<file path="src/rtl/jstk_pkg.sv">
// Shared PMOD JSTK protocol definitions: frame geometry, command prefix,
// byte order and responder FSM states. Also used by the joystick master.
package jstk_pkg;

    localparam int         JSTK_FRAME_BITS = 40;
    localparam logic [5:0] JSTK_CMD_PREFIX = 6'b100000;

    // Byte positions within a frame, in transmission order (byte 0 goes first)
    localparam int JSTK_BYTE_X_LO = 0;
    localparam int JSTK_BYTE_X_HI = 1;
    localparam int JSTK_BYTE_Y_LO = 2;
    localparam int JSTK_BYTE_Y_HI = 3;
    localparam int JSTK_BYTE_BTN  = 4;

    typedef enum logic [1:0] {
        IDLE,
        LOAD,
        SHIFT
    } jstk_state_e;

    function automatic logic [JSTK_FRAME_BITS-1:0] jstk_build_frame(
        input logic [9:0] x,
        input logic [9:0] y,
        input logic [2:0] btn
    );
        logic [JSTK_FRAME_BITS-1:0] f;
        f = '0;
        f[(4-JSTK_BYTE_X_LO)*8 +: 8] = x[7:0];
        f[(4-JSTK_BYTE_X_HI)*8 +: 8] = {6'b0, x[9:8]};
        f[(4-JSTK_BYTE_Y_LO)*8 +: 8] = y[7:0];
        f[(4-JSTK_BYTE_Y_HI)*8 +: 8] = {6'b0, y[9:8]};
        f[(4-JSTK_BYTE_BTN)*8  +: 8] = {5'b0, btn};
        return f;
    endfunction

endpackage

</file>
<file path="src/rtl/spi_sync_edge.sv">
// N-stage synchronizer for an asynchronous SPI line with a history flop
// producing single-cycle rise/fall pulses in the clk domain.
module spi_sync_edge #(
    parameter int STAGES = 2
) (
    input  logic clk,
    input  logic rst_n_i,
    input  logic d_i,
    output logic sync_o,
    output logic rise_o,
    output logic fall_o
);

    logic [STAGES-1:0] sync_q;
    logic              prev_q;

    // Chain resets to 0 so a line already low at reset release never looks like a fall
    always_ff @(posedge clk or negedge rst_n_i) begin
        if (!rst_n_i) begin
            sync_q <= '0;
            prev_q <= 1'b0;
        end else begin
            sync_q <= {sync_q[STAGES-2:0], d_i};
            prev_q <= sync_q[STAGES-1];
        end
    end

    assign sync_o = sync_q[STAGES-1];
    assign rise_o = sync_q[STAGES-1] & ~prev_q;
    assign fall_o = ~sync_q[STAGES-1] & prev_q;

endmodule

</file>
<file path="src/rtl/jstk_spi_responder.sv">
// SPI mode-0 slave emulating a PMOD JSTK: serves local X/Y/buttons to a remote
// master and decodes its LED command byte. All SPI lines are oversampled.
module jstk_spi_responder
    import jstk_pkg::*;
#(
    parameter int SYNC_STAGES = 2,
    parameter int DATA_W      = 10
) (
    input  logic              clk,
    input  logic              rst,
    input  logic              sclk,
    input  logic              mosi,
    input  logic              cs_n,
    output logic              miso,
    output logic              miso_oe,
    input  logic [DATA_W-1:0] data_x,
    input  logic [DATA_W-1:0] data_y,
    input  logic [2:0]        buttons,
    output logic [1:0]        led,
    output logic              cmd_valid,
    output logic              frame_done,
    output logic              frame_err
);

    localparam logic [5:0] FRAME_BITS_C = 6'(JSTK_FRAME_BITS);
    localparam logic [5:0] CMD_LAST_C   = 6'd7;

    logic sclk_sync, sclk_rise, sclk_fall;
    logic cs_sync, cs_rise, cs_fall;

    spi_sync_edge #(.STAGES(SYNC_STAGES)) u_sclk_sync (
        .clk     (clk),
        .rst_n_i (rst),
        .d_i     (sclk),
        .sync_o  (sclk_sync),
        .rise_o  (sclk_rise),
        .fall_o  (sclk_fall)
    );

    spi_sync_edge #(.STAGES(SYNC_STAGES)) u_cs_sync (
        .clk     (clk),
        .rst_n_i (rst),
        .d_i     (cs_n),
        .sync_o  (cs_sync),
        .rise_o  (cs_rise),
        .fall_o  (cs_fall)
    );

    logic [SYNC_STAGES-1:0] mosi_sync_q;
    logic                   mosi_s;

    always_ff @(posedge clk or negedge rst) begin
        if (!rst) begin
            mosi_sync_q <= '0;
        end else begin
            mosi_sync_q <= {mosi_sync_q[SYNC_STAGES-2:0], mosi};
        end
    end

    assign mosi_s = mosi_sync_q[SYNC_STAGES-1];

    // Normalise position inputs to the 10-bit protocol width
    logic [9:0] x10, y10;
    generate
        if (DATA_W >= 10) begin : g_trunc
            assign x10 = data_x[9:0];
            assign y10 = data_y[9:0];
        end else begin : g_ext
            assign x10 = {{(10-DATA_W){1'b0}}, data_x};
            assign y10 = {{(10-DATA_W){1'b0}}, data_y};
        end
    endgenerate

    logic [JSTK_FRAME_BITS-1:0] frame_d;
    logic [7:0]                 rx_d;

    jstk_state_e                state_q;
    logic [JSTK_FRAME_BITS-1:0] tx_q;
    logic [7:0]                 rx_q;
    logic [5:0]                 bit_cnt_q;
    logic                       miso_q, miso_oe_q;
    logic [1:0]                 led_q;
    logic                       cmd_valid_q, frame_done_q, frame_err_q;

    always_comb begin
        frame_d = jstk_build_frame(x10, y10, buttons);
        rx_d    = {rx_q[6:0], mosi_s};
    end

    always_ff @(posedge clk or negedge rst) begin
        if (!rst) begin
            state_q      <= IDLE;
            tx_q         <= '0;
            rx_q         <= '0;
            bit_cnt_q    <= '0;
            miso_q       <= 1'b0;
            miso_oe_q    <= 1'b0;
            led_q        <= 2'b00;
            cmd_valid_q  <= 1'b0;
            frame_done_q <= 1'b0;
            frame_err_q  <= 1'b0;
        end else begin
            cmd_valid_q  <= 1'b0;
            frame_done_q <= 1'b0;
            frame_err_q  <= 1'b0;
            unique case (state_q)
                IDLE: begin
                    miso_q    <= 1'b0;
                    miso_oe_q <= 1'b0;
                    if (cs_fall) begin
                        state_q <= LOAD;
                    end
                end
                LOAD: begin
                    if (cs_rise) begin
                        frame_err_q <= 1'b1;
                        state_q     <= IDLE;
                    end else begin
                        tx_q      <= frame_d;
                        rx_q      <= '0;
                        bit_cnt_q <= '0;
                        miso_q    <= frame_d[JSTK_FRAME_BITS-1];
                        miso_oe_q <= 1'b1;
                        state_q   <= SHIFT;
                    end
                end
                SHIFT: begin
                    // Deselect wins over any SCLK edge seen in the same cycle
                    if (cs_rise) begin
                        if (bit_cnt_q >= FRAME_BITS_C) begin
                            frame_done_q <= 1'b1;
                        end else begin
                            frame_err_q <= 1'b1;
                        end
                        miso_q    <= 1'b0;
                        miso_oe_q <= 1'b0;
                        state_q   <= IDLE;
                    end else if (sclk_rise) begin
                        rx_q <= rx_d;
                        if (bit_cnt_q != '1) begin
                            bit_cnt_q <= bit_cnt_q + 6'd1;
                        end
                        if (bit_cnt_q == CMD_LAST_C && rx_d[7:2] == JSTK_CMD_PREFIX) begin
                            led_q       <= rx_d[1:0];
                            cmd_valid_q <= 1'b1;
                        end
                    end else if (sclk_fall) begin
                        if (bit_cnt_q < FRAME_BITS_C) begin
                            tx_q   <= {tx_q[JSTK_FRAME_BITS-2:0], 1'b0};
                            miso_q <= tx_q[JSTK_FRAME_BITS-2];
                        end else begin
                            miso_q <= 1'b0;
                        end
                    end
                end
                default: state_q <= IDLE;
            endcase
        end
    end

    assign miso       = miso_q;
    assign miso_oe    = miso_oe_q;
    assign led        = led_q;
    assign cmd_valid  = cmd_valid_q;
    assign frame_done = frame_done_q;
    assign frame_err  = frame_err_q;

    // Synchronized levels are only needed for their edges here
    logic unused_sync;
    assign unused_sync = sclk_sync ^ cs_sync;

endmodule
</file>
<file path="config.mk">
export PLATFORM = sky130hd
export DESIGN_NAME = jstk_spi_responder
export DESIGN_NICKNAME = d
export VERILOG_FILES = /design/src/rtl/jstk_pkg.sv /design/src/rtl/spi_sync_edge.sv /design/src/rtl/jstk_spi_responder.sv
export SDC_FILE = /design/constraint.sdc
export NUM_CORES = 1
export LEC_CHECK = 0
export BUFFER_PORTS_ARGS = -buffer_cell sky130_fd_sc_hd__buf_4
export CAP_MARGIN = 20
export CORE_MARGIN = 2
export CORE_UTILIZATION = 35
export DETAILED_ROUTE_END_ITERATION = 16
export PLACE_DENSITY = 0.56
export SYNTH_ARGS = -nofsm -noshare
export SYNTH_HDL_FRONTEND = slang
export SYNTH_SLANG_ARGS = --single-unit
</file>
<file path="constraint.sdc">
create_clock -name clk -period 3.6 [get_ports clk]
set_clock_uncertainty 0.2 [all_clocks]
set_input_delay 0.18 -clock clk [delete_from_list [all_inputs] [get_ports clk]]
set_output_delay 0.18 -clock clk [all_outputs]
set_load 0.005 [all_outputs]
</file>
==> metrics.csv <==
metric,value,unit
H-tree levels,3,
via count,2177,
Routed WL,5840,microns
register area,1730,sq um
area of the core,9110,sq um
Max-slew headroom,0.410,
final setup vio count,0,
Filler Cells Inserted,891,
most frequent cells after synthesis,"dfrtp_1, mux2_2, inv_1",
number of port buffers,34,
DRC,0,
setup tns final,0,ns
Worst EP arrival,2.68,ns
largest net degree at the start of global routing,70,
DP Wirelength,3610,microns
period utilisation layout,0.736,
GPL Wtd Cong,0.821,
crit path cell chain,"inv_1, ha_2, and2_1, a21o_2, buf_4, mux2_2",
vias in the first global route,2236,
area of the die,10000,sq um
Starting Density,0.355,
vias per cell,4.81,
Synth area leaders,"dfrtp_1, mux2_2, mux2i_1, inv_1, nand2_1",
cell taking the most area after synthesis,dfrtp_1,
Clock Latency Late Sink,0.34,ns
Worst path top cell family by delay,buffers and inverters,
YS warnings,0,
most common cell in the netlist,dfrtp_1,
Post-synth EDFFs,0,
crit path max fanout,39,
Logic pwr share,0.335,
switching share of power,0.322,
Reg power frac,0.421,
"Seq/Total Area, Yosys",0.534,
Max-Cap Viols,0,
GRT Overall Usage,0.129,
leakage dissipation,1.78,nW
Post-synth ARST share,1.00,
DRT iter0 DRCs,83,
CTS sink cnt,69,
Worst path slowest cell,ha_2,
"Primary FF master, synth",dfrtp_1,
maximum clock path buffer count,2,
GRT overflow,0,
final antenna-violating net count,0,
Slew Limit Fails,0,
Mapped Cells,277,
switching power of the nets,824,uW
status,"finished, final reports clean",
NumNets Final,371,
Worst path max stage delay,0.51,ns
DIE WIDTH,100,microns
VDD IR-drop max,0.248,mV
fmax,378,MHz
top cell type's share of synthesized area,0.534,
WP data required,3.63,ns
layout cells sized above 1,0.295,
Clock Power Share,0.244,
die height,100,microns
unrepaired setup endpoints after global routing,no,
total CTS buffers,9,
Fin. Hold Viols,0,
Crit path buffers/inverters,2,
Syn Area/Cell,11.7,sq um
Post-Syn Area,3230,sq um
first-pass GRT wire length,10300,microns
post-layout power,2.56,mW
Yosys cell types,38,
critical path class,flip-flop to flip-flop,
Hold Crit Class,input pin to flip-flop,
CP startpoint kind,flip-flop,
Yosys reg bits,69,
Syn Nets,311,
worst slew pin tran,0.885,ns
Area Overhead vs Synth,24.0,%
routed wire length per instance,12.9,microns
Worst-path clk slew,0.08,ns
number of antenna diodes,0,
pwr dens,638,nW/um^2
Post-CTS Setup Inserts,0,
Root Buffer Master,clkbuf_8,
P_int,1.74,mW
area of the multi-input gates,1310,sq um
# IOs,35,
antenna violations before repair,0,
drt pass-1 iters,4,
Period minus WS final,2.65,ns
Critical Path End Type,flip-flop,
Rows,35,
CTS tree,built,
sequential cells by signal (all words and copies together) (netlist names):
signal	count
tx_q	39
rx_q	7
bit_cnt_q	6
led	2
mosi_sync_q	2
state_q	2
u_cs_sync.sync_q	2
u_sclk_sync.sync_q	2
cmd_valid	1
frame_done	1
frame_err	1
miso	1
miso_oe	1
u_cs_sync.prev_q	1
u_sclk_sync.prev_q	1
power groups by stage:
stage | clock [mW] | sequential (mW) | combinational, mW
2_1_floorplan | 0 | 1.06 | 0.701
3_3_place_gp | 0 | 1.09 | 0.825
3_5_place_dp | 0 | 1.09 | 0.846
4_1_cts | 0.647 | 1.08 | 0.872
5_1_grt | 0.671 | 1.11 | 0.953
6_report | 0.624 | 1.08 | 0.858
worst paths after layout:
| check | start | end | slack (ns) | cells after the start |
|---|---|---|---|---|
| worst max-delay path | state_q[0]$_DFFE_PN0P_ | tx_q[23]$_DFFE_PN0P_ | 0.95 | 6 |
| worst min-delay path | buttons[2] | tx_q[2]$_DFFE_PN0P_ | 0.02 | 3 |
| worst max register to register | state_q[0]$_DFFE_PN0P_ | tx_q[23]$_DFFE_PN0P_ | 0.95 | 6 |
| worst min register to register | mosi_sync_q[0]$_DFF_PN0_ | mosi_sync_q[1]$_DFF_PN0_ | 0.15 | 0 |
| max in group asynchronous | rst | tx_q[5]$_DFFE_PN0P_ | 2.32 | 2 |
| min in group asynchronous | rst | led[1]$_DFFE_PN0P_ | 0.29 | 2 |
cells by family (layout without fill, tap and decap cells):
group / after synthesis / count (layout) / synth area share
buffers and inverters: 44 / 109 / 0.0631
DFF: 69 / 69 / 0.534
muxes: 66 / 66 / 0.224
and+or+nand+nor: 59 / 59 / 0.0890
adders and majority gates: 6 / 6 / 0.0232
AOI/OAI and AO/OA: 33 / 33 / 0.0662
worst min-delay path: cells and delay by family:
kind | cells | cell delay (ns)
buffers and inverters | 1 | 0.08
muxes | 2 | 0.27
placed cells by master, fill, tap and decap left out, drive strengths merged:
cell type,netlist,routed
nand3,1,1
o31ai,3,3
nor4,1,1
clkinv,0,3
nand4,7,7
o21a,1,1
a22o,2,2
o211a,1,1
nor2,9,9
nand3b,1,1
mux2,46,46
o21ai,11,11
dfrtp,69,69
and3b,1,1
and4,2,2
a221oi,1,1
o22ai,2,2
inv,31,31
and2,1,1
nor2b,1,1
a32oi,1,1
a21oi,7,7
or3,1,1
mux2i,20,20
buf,6,36
bufinv,0,1
clkbuf,7,10
a21o,2,2
a41oi,1,1
nand2b,4,4
clkinvlp,0,2
dlygate4sd3,0,26
a311oi,1,1
nor3,3,3
nand2,27,27
ha,6,6
per-stage QoR:
step           cells   util  setup WS [ns]  cell area, sq um  hold WS (ns)
2_1_floorplan    277      -           1.51              3230        -0.316
4_1_cts          453  0.440          0.915              4010        0.0125
3_5_place_dp     411  0.391          0.940              3560        0.0907
6_report         453  0.440          0.952              4010        0.0238
3_3_place_gp     411  0.391           1.01              3560        0.0918
5_1_grt          453  0.440          0.775              4010        0.0172
metal layers:
layer / global-route usage / share of wire
met1: 0.163 / 0.47
met5: 0 / 0
met3: 0.0320 / 0.043
met2: 0.214 / 0.47
met4: 0.0506 / 0.012
what timing repair did:
action | 4_1_cts | 5_1_grt
gates resized for setup | 0 | 0
hold buffers | 26 | 0
endpoints found under the hold margin | 94 | 0
final cells by class:
class                           count  share of cell area
Clock buffer                       10              0.0318
Multi-Input combinational cell    164               0.326
Timing Repair Buffer               62               0.132
Tap cell                          111              0.0346
Inverter                           31              0.0290
Sequential cell                    69               0.431
Clock inverter                      6              0.0159
(Power assumes the default switching activity.)
